## config.mk

```make
export PLATFORM = sky130hd
export DESIGN_NAME = uart_tx_arbiter
export DESIGN_NICKNAME = d
export VERILOG_FILES = /design/src/rtl/uart_tx_arbiter.sv
export SDC_FILE = /design/constraint.sdc
export NUM_CORES = 1
export LEC_CHECK = 0
export CORE_MARGIN = 2
export CORE_UTILIZATION = 47
export CTS_CLUSTER_SIZE = 30
export DETAILED_ROUTE_END_ITERATION = 8
export HOLD_SLACK_MARGIN = 0.15
export PLACE_DENSITY_LB_ADDON = 0.1
export SLEW_MARGIN = 20
export SYNTH_ARGS = -nofsm -noshare
export SYNTH_HDL_FRONTEND = slang
export SYNTH_SLANG_ARGS = --single-unit
export TNS_END_PERCENT = 30
```

## constraint.sdc

```tcl
create_clock -name clk -period 2.9 [get_ports clk]
set_input_delay 0.29 -clock clk [delete_from_list [all_inputs] [get_ports clk]]
set_output_delay 0.29 -clock clk [all_outputs]
set_load 0.1 [all_outputs]
```

## src/rtl/uart_tx_arbiter.sv

```systemverilog
`default_nettype none
// ============================================================================
// Module      : uart_tx_arbiter
// Description : Round-robin arbiter sharing one UART transmitter among NREQ
//               requesters; sends 1-4 byte messages LSB-first and paces bytes
//               with a frame-time counter. Optional strict priority for
//               requester 0 via macro UART_TX_ARB_PRIO0_EN.
// Revision    : 1.0 - initial release
// ============================================================================
module uart_tx_arbiter #(
    parameter int NREQ         = 3,
    parameter int CLK_FREQ     = 50000000,
    parameter int BAUDRATE     = 9600,
    parameter int FRAME_CYCLES = (CLK_FREQ / BAUDRATE + 2) * 12,
    parameter int ID_W         = 2
) (
    input  logic                   clk,
    input  logic                   reset,
    input  logic [NREQ-1:0]        req_valid,
    input  logic [32*NREQ-1:0]     req_data,
    input  logic [2*NREQ-1:0]      req_len,
    output logic [NREQ-1:0]        req_ack,
    output logic                   tx_transmit,
    output logic [7:0]             tx_data,
    output logic                   busy,
    output logic [ID_W-1:0]        grant_id
);

    localparam int              c_cnt_w      = $clog2(FRAME_CYCLES) + 1;
    localparam logic [c_cnt_w-1:0] c_frame_last = c_cnt_w'(FRAME_CYCLES - 1);

    localparam logic [1:0] c_st_idle  = 2'd0;
    localparam logic [1:0] c_st_load  = 2'd1;
    localparam logic [1:0] c_st_pulse = 2'd2;
    localparam logic [1:0] c_st_wait  = 2'd3;

    logic [1:0]          r_state;
    logic [1:0]          w_state_nxt;
    logic [ID_W-1:0]     r_last;
    logic [31:0]         r_shreg;
    logic [1:0]          r_bytes;
    logic [c_cnt_w-1:0]  r_cnt;

    logic [NREQ-1:0]     w_rr_valid;
    logic                w_found;
    logic [ID_W-1:0]     w_winner;
    logic                w_upd_last;
    logic [31:0]         w_sel_data;
    logic [1:0]          w_sel_len;
    logic                w_frame_done;

    logic [NREQ-1:0]     w_ack_nxt;
    logic                w_transmit_nxt;
    logic                w_busy_nxt;

    function automatic int rr_index(input logic [ID_W-1:0] last, input int k);
        return (int'(last) + k) % NREQ;
    endfunction

    // Search starts just after the previous winner so every requester gets a turn.
    always_comb begin
        w_rr_valid = req_valid;
        w_found    = 1'b0;
        w_winner   = '0;
        w_upd_last = 1'b0;
`ifdef UART_TX_ARB_PRIO0_EN
        w_rr_valid[0] = 1'b0;
`endif
        for (int k = 1; k <= NREQ; k++) begin
            if (!w_found && w_rr_valid[rr_index(r_last, k)]) begin
                w_found    = 1'b1;
                w_winner   = ID_W'(rr_index(r_last, k));
                w_upd_last = 1'b1;
            end
        end
`ifdef UART_TX_ARB_PRIO0_EN
        // Requester 0 overrides; the rotation pointer of the others is left alone.
        if (req_valid[0]) begin
            w_found    = 1'b1;
            w_winner   = '0;
            w_upd_last = 1'b0;
        end
`endif
        w_sel_data = req_data[32*int'(w_winner) +: 32];
        w_sel_len  = req_len[2*int'(w_winner) +: 2];
    end

    assign w_frame_done = (r_cnt == c_frame_last);

    always_ff @(posedge clk) begin
        if (reset) begin
            r_state <= c_st_idle;
        end else begin
            r_state <= w_state_nxt;
        end
    end

    always_comb begin
        w_state_nxt = r_state;
        case (r_state)
            c_st_idle:  if (w_found) w_state_nxt = c_st_load;
            c_st_load:  w_state_nxt = c_st_pulse;
            c_st_pulse: w_state_nxt = c_st_wait;
            c_st_wait: begin
                if (w_frame_done) begin
                    w_state_nxt = (r_bytes != 2'd0) ? c_st_load : c_st_idle;
                end
            end
            default:    w_state_nxt = c_st_idle;
        endcase
    end

    always_comb begin
        w_ack_nxt      = '0;
        w_transmit_nxt = (r_state == c_st_pulse);
        w_busy_nxt     = busy;
        if (r_state == c_st_idle && w_found) begin
            w_ack_nxt  = NREQ'(1) << w_winner;
            w_busy_nxt = 1'b1;
        end
        if (r_state == c_st_wait && w_frame_done && r_bytes == 2'd0) begin
            w_busy_nxt = 1'b0;
        end
    end

    // tx_data is loaded one cycle ahead of the strobe so the UART sees it settled.
    always_ff @(posedge clk) begin
        if (reset) begin
            req_ack     <= '0;
            tx_transmit <= 1'b0;
            tx_data     <= '0;
            busy        <= 1'b0;
            grant_id    <= '0;
            r_last      <= ID_W'(NREQ - 1);
            r_shreg     <= '0;
            r_bytes     <= '0;
            r_cnt       <= '0;
        end else begin
            req_ack     <= w_ack_nxt;
            tx_transmit <= w_transmit_nxt;
            busy        <= w_busy_nxt;
            case (r_state)
                c_st_idle: begin
                    if (w_found) begin
                        r_shreg  <= w_sel_data;
                        r_bytes  <= w_sel_len;
                        grant_id <= w_winner;
                        if (w_upd_last) r_last <= w_winner;
                    end
                end
                c_st_load:  tx_data <= r_shreg[7:0];
                c_st_pulse: r_cnt   <= '0;
                c_st_wait: begin
                    r_cnt <= r_cnt + 1'b1;
                    if (w_frame_done && r_bytes != 2'd0) begin
                        r_shreg <= {8'd0, r_shreg[31:8]};
                        r_bytes <= r_bytes - 2'd1;
                    end
                end
                default: ;
            endcase
        end
    end

endmodule
`default_nettype wire
```

Word-level counts from Yosys, hierarchy flattened
Cells that the tools add are included.
Word-level totals
  bits in registers: 70
  output and inout port bits: 15
  word-level logic and storage cells: 76
Cells by class
  add/subtract/negate cells: 5
  divide/modulo/power cells: 3
  order comparisons: 3
  equal/unequal tests: 7
  shift operators: 3
  multiplexer cells: 26
  bitwise operators: 1
  reduce and logical (&&, ||, !) cells: 18
Operators with widths (number)
  32-bit by 4-bit < comparator with 1-bit output, second input constant: 3
  32-bit by 3-bit modulo with 32-bit output, second input constant: 3
  96-bit by 8-bit variable part select with 32-bit output: 1
  32-bit 2-to-1 mux: 2
  32-bit one-hot mux with 2 select lines: 1
  17-bit one-hot mux with 2 select lines: 1
  17-bit by 1-bit adder with 17-bit output, second input constant: 1
  17-bit by 16-bit equality test with 1-bit output, second input constant: 1
  2-bit 2-to-1 mux: 7
  1-bit 2-to-1 mux: 10
  2-bit one-hot mux with 4 select lines: 1
  2-bit by 2-bit adder with 3-bit output, second input constant: 2
  1-bit binary-select mux with 2-bit select: 3
  1-bit logical AND: 6
  2-bit nonzero test: 3
  6-bit by 4-bit variable part select with 2-bit output: 1
  2-bit equality test, second input constant: 2
  2-bit logical NOT: 2
  2-bit != test, second input constant: 2
  2-bit one-hot mux with 2 select lines: 1
  2-bit AND reduction: 2
  2-bit OR reduction: 2
  2-bit by 1-bit adder with 3-bit output, second input constant: 1
  3-bit AND reduction: 1
  6 further kinds: 7

Longest topological paths before layout
  word-level depth: 15
  mapped depth: 11
  depth with buffers taken out: 8

Worst setup path after synthesis
OpenSTA, ideal clock, no wires.
  path type: reg-to-reg
  start: register r_last[1]
  end: register r_shreg[31]
  setup time: 0.079 ns
  data arrival time: 2.237 ns
  required time: 2.821 ns
  slack: 0.584 ns
  cell stages (with the launch flop): 11
  clock period less this slack: 2.316 ns
  path through: dfxtp_1 inv_1 ha_1 mux2_4 mux2_4 nor3_4 a22oi_2 buf_6 or2_0 buf_6 o221ai_2
On the way
  longest elaborated chain between the ends: 15
  elaborated cells between the ends (all ways): 30
  classes of those cells: add/sub: 3; div: 3; eq/ne: 1; shift: 1; mux: 17; reduce/logical: 5
RTL lines
  from (decl): line 39  | logic [ID_W-1:0] r_last;
  from (signal assigned): line 134  | r_last <= ID_W'(NREQ - 1);
  from (signal assigned): line 148  | if (w_upd_last) r_last <= w_winner;
  2-bit by 1-bit adder with 3-bit output: line 57  | return (int'(last) + k) % NREQ;
  32-bit by 3-bit modulo with 32-bit output: line 57
  1-bit binary-select mux with 2-bit select: line 70  | if (!w_found && w_rr_valid[rr_index(r_last, k)]) begin
  1-bit 2-to-1 mux (not written as such) (2 in series): line 70
  1-bit 2-to-1 mux: line 70
  1-bit logical NOT: line 70
  1-bit logical AND: line 70
  1-bit 2-to-1 mux: line 70
  1-bit logical NOT: line 70
  1-bit logical AND: line 70
  2-bit 2-to-1 mux: line 70
  96-bit by 8-bit variable part select with 32-bit output: line 84  | w_sel_data = req_data[32*int'(w_winner) +: 32];
  32-bit 2-to-1 mux: line 144  | if (w_found) begin
  32-bit one-hot mux with 2 select lines: line 142  | case (r_state)
  to (signal assigned): line 145  | r_shreg <= w_sel_data;
  to (signal assigned): line 156  | r_shreg <= {8'd0, r_shreg[31:8]};
  to (decl): line 40  | logic [31:0] r_shreg;
Several ways; a longest one is shown, not always the timed one. The select of a mux whose other input is x is not followed.
A chain may end at the register's enable or synchronous reset.

==> impl_summary.md <==
Outcome
The flow ran to the end, and the final reports show no timing, DRC or antenna violations.

STA
The tightest hold path in the finished design has a slack of 0.398 ns. At the pin with the least slew margin, the transition time is 1.03 ns. The max-slew violation count is 0. The final number of hold-violating endpoints is 0. Static timing analysis puts the maximum clock frequency at 0.370 GHz.

Setup violations remaining at the end of the flow were counted as 0. For the final database, setup skew stands at 0.0129 ns. Dividing the final minimum period by the clock period gives 93.3%. Setup repair after global routing left no endpoint under its margin. In this run the tightest slew margin relative to its limit is 31.3%. The clock period could shrink to 2.70 ns.

Clock tree
The TritonCTS buffer count is 9. The count of clock tree sinks is 69. Counting along the longest clock path gives a buffer depth of 2. The clock reaches the later pin of the worst-skew pair after 0.34 ns. The number of H-tree levels is 3. The root buffer cell is sky130_fd_sc_hd__clkbuf_8. Post-CTS timing repair inserted 0 buffers for setup. TritonCTS built the clock tree. Clock-pin slew was measured on the worst setup and hold paths at 0.07 ns.

Power and ir drop
The power density over cell area is 967 mW/mm^2. IR analysis of the VDD net gives a maximum drop of 383 uV. In this run the static leakage power is 0.00205 uW.

Place
The count of input and output buffers is 121. The cell total after placement is 644. The final HPWL from detailed placement is 7780 um. The placer congestion estimate is 0.828.

The instance area after placement is 0.00524 mm^2.

Global routing
The maximum number of pins on one net before global-route repair is 39. The number of antenna violations at the first check in global routing is 0. The overall overflow remaining after global route is 0. The global-route total usage across every layer is 24.1%. The wire length of the first global-routing pass is 17100 um.

The number of global-route vias before repair was 3597.

Setup path
STA classifies the critical path startpoint as a flip-flop. The kind of end point of the critical path is a flip-flop. The data arrival time of the worst path is 2.91 ns.

Along the worst path, the maximum fanout reaches 15. The startpoint-to-endpoint class of the critical path is reg -> reg. For the worst setup path, the data required time is 3.10 ns.

Drt
In the routed design, unresolved DRC markers number 0. In the final routed layout, each cell accounts on average for 15.8 um. The number of design-rule violations left by the first detailed-router iteration is 125. The total iterations of the first detailed-routing run is 4. After detailed routing, the number of vias per cell comes to 5.42.

The final layout contains routed wiring with a total length of 10400 um. The number of antenna-violating nets in the routed design is 0. The routed layout has 3582 vias.

Logic synthesis
sky130_fd_sc_hd__dfxtp_1 takes more of the synthesized area than any other cell. In this run, synthesis inferred 0 flip-flops with an integrated enable. In the synthesized netlist the async set-or-reset flop fraction comes to 0%. The number of different library cells used by synthesis comes to 51. For this run, the number of Yosys warnings is 0.

Sorting the synthesized cells by area gives the leading types as sky130_fd_sc_hd__dfxtp_1, sky130_fd_sc_hd__mux2i_1, sky130_fd_sc_hd__a211oi_1, sky130_fd_sc_hd__o21bai_1, sky130_fd_sc_hd__nand2b_1. Counting every instance in the synthesized netlist gives 430. Summing the sequential cell areas from Yosys gives 34.9% of the chip area. The post-synth net total is 548.

In the synthesized netlist the dominant register cell turns out to be sky130_fd_sc_hd__dfxtp_1. The number of synthesized register bits is 69. The post-synthesis area per instance is 9.22 um^2. Of the post-synthesis cell area, the dominant cell type holds 34.9%. The mapped netlist covers 0.00396 mm^2.

Floorplanning
In this run the count of I/O pins placed on the die edge is 122. The number of core rows is 33. The area enclosed by the die boundary is 0.00918 mm^2.

The die extent in x is 95.8 um. From bottom edge to top edge, the die measures 95.8 um. The region available for standard cell placement spans 0.00818 mm^2. Once the floorplan was initialized, standard cells occupied 48.5% of the core.

Cells and area
The filler cells instantiated in the layout total 698. Compared with the post-synthesis result, the final layout area differs by 36.5%. Leaving out fill and tap cells, the most frequent cell in the layout is sky130_fd_sc_hd__clkdlybuf4s50_1. The sequential standard cell area is 0.00138 mm^2. The number of antenna diodes is 0.

The footprint of the multi-input gates is 0.00238 mm^2. With fillers left out, the area of the finished cells amounts to 0.00541 mm^2. The final-stage net count is 669. The share of layout cells above drive strength 1 is 12.4%.

In the layout the commonest cells are sky130_fd_sc_hd__clkdlybuf4s50_1, sky130_fd_sc_hd__mux2i_1, sky130_fd_sc_hd__dfxtp_1. The post-route non-filler standard cell count is 661.

Job
The max capacitance violation total is 0.

Hold path
The path class of the tightest hold or removal check is in -> reg.
## per-stage QoR
stage | util, % | power [uW] | setup TNS [ns] | setup slack (ns)
2_1_floorplan | - | 3780 | 0 | 0.584
3_3_place_gp | 64.1 | 4450 | 0 | 0.0698
3_5_place_dp | 64.1 | 4540 | -0.123 | -0.0331
4_1_cts | 66.2 | 5260 | 0 | 0.174
5_1_grt | 66.2 | 5560 | 0 | 0.00945
6_report | 66.2 | 5230 | 0 | 0.196
## layout make-up
class	instances	area share, %
Tap cell	105	2.43
Timing Repair Buffer	137	23.8
Clock buffer	11	2.43
Inverter	18	1.25
Clock inverter	5	0.509
Multi-Input combinational cell	316	44.0
Sequential cell	69	25.5
## cells by family (layout without fill, tap and decap cells)
logic type                 after synthesis  count (layout)  synth area share [%]
and+or+nand+nor                        133             134                  17.8
muxes                                   75              75                  19.3
buffers and inverters                   46             171                  5.21
adders and majority gates               11              11                  3.47
xor gates and xnor gates                 3               3                 0.663
DFF                                     69              69                  34.9
AOI/OAI and AO/OA                       93              93                  18.7
## cell usage after synthesis (3+ instances only)
master / number
sky130_fd_sc_hd__mux2i_1: 70
sky130_fd_sc_hd__or3_1: 3
sky130_fd_sc_hd__nand2_1: 29
sky130_fd_sc_hd__o21ai_0: 3
sky130_fd_sc_hd__nand4_1: 4
sky130_fd_sc_hd__o21a_1: 3
sky130_fd_sc_hd__xor2_1: 3
sky130_fd_sc_hd__clkbuf_1: 14
sky130_fd_sc_hd__inv_1: 18
sky130_fd_sc_hd__dfxtp_1: 69
sky130_fd_sc_hd__nor2_1: 28
sky130_fd_sc_hd__buf_2: 6
sky130_fd_sc_hd__o21bai_1: 26
sky130_fd_sc_hd__nor2b_1: 6
sky130_fd_sc_hd__a21oi_1: 10
sky130_fd_sc_hd__nor3_1: 10
sky130_fd_sc_hd__a211oi_1: 29
sky130_fd_sc_hd__nand2b_1: 25
sky130_fd_sc_hd__buf_4: 3
sky130_fd_sc_hd__buf_1: 3
sky130_fd_sc_hd__o221ai_2: 8
sky130_fd_sc_hd__mux2_2: 3
sky130_fd_sc_hd__nand3_1: 10
sky130_fd_sc_hd__ha_1: 11
## layer usage
metal  GRT usage [%]  wire length, um  part of all wire [%]  vias up
li1                -                -                     -     1791
met1            30.1             4620                    44     1675
met2            41.9             5150                    49       98
met3            3.60              454                   4.4       18
met4            8.93              198                   1.9        0
met5               0                0                     0        -
## path summary, 6_finish.rpt
kind	cells after the start	slack, ns	startpoint	end
max reg2reg	9	0.20	grant_id[0]$_SDFFE_PP0P_	r_shreg[28]$_SDFFE_PP0P_
min	2	0.40	reset	tx_data[5]$_SDFFE_PP0N_
max	9	0.20	grant_id[0]$_SDFFE_PP0P_	r_shreg[28]$_SDFFE_PP0P_
min reg2reg	1	0.48	r_cnt[15]$_SDFFE_PP0P_	r_cnt[15]$_SDFFE_PP0P_
## worst max-delay path, stage by stage (launching register included)
cell and delay (ns):
sky130_fd_sc_hd__dfxtp_1 0.34, sky130_fd_sc_hd__buf_4 0.13, sky130_fd_sc_hd__ha_1 0.26, sky130_fd_sc_hd__mux2_4 0.33, sky130_fd_sc_hd__mux2_4 0.27, sky130_fd_sc_hd__a21oi_1 0.43, sky130_fd_sc_hd__nor2_4 0.24, sky130_fd_sc_hd__buf_4 0.25
sky130_fd_sc_hd__mux2i_1 0.21, sky130_fd_sc_hd__o221ai_2 0.11
## where the power goes
group	leakage, uW	switching, uW	total (uW)	internal [uW]
clock network	0.0000829	355	659	305
logic	0.00140	1910	3250	1340
registers	0.000566	120	1320	1200
total	0.00205	2380	5230	2850
## repair_timing
item / in CTS / in global routing
setup endpoints to repair: 8 / 5
hold buffers: 0 / 0
cloned: 1 / 0
gates resized for setup: 0 / 1
hold endpoints to repair: 0 / 0
pin swaps: 1 / 0
## state kept, by name (all words and copies together), names as in the netlist
signal	count
tx_transmit	1
r_bytes	2
grant_id	2
req_ack	3
r_state	2
tx_data	8
r_last	1
r_shreg	32
r_cnt	17
busy	1
(Power assumes the default switching activity.)
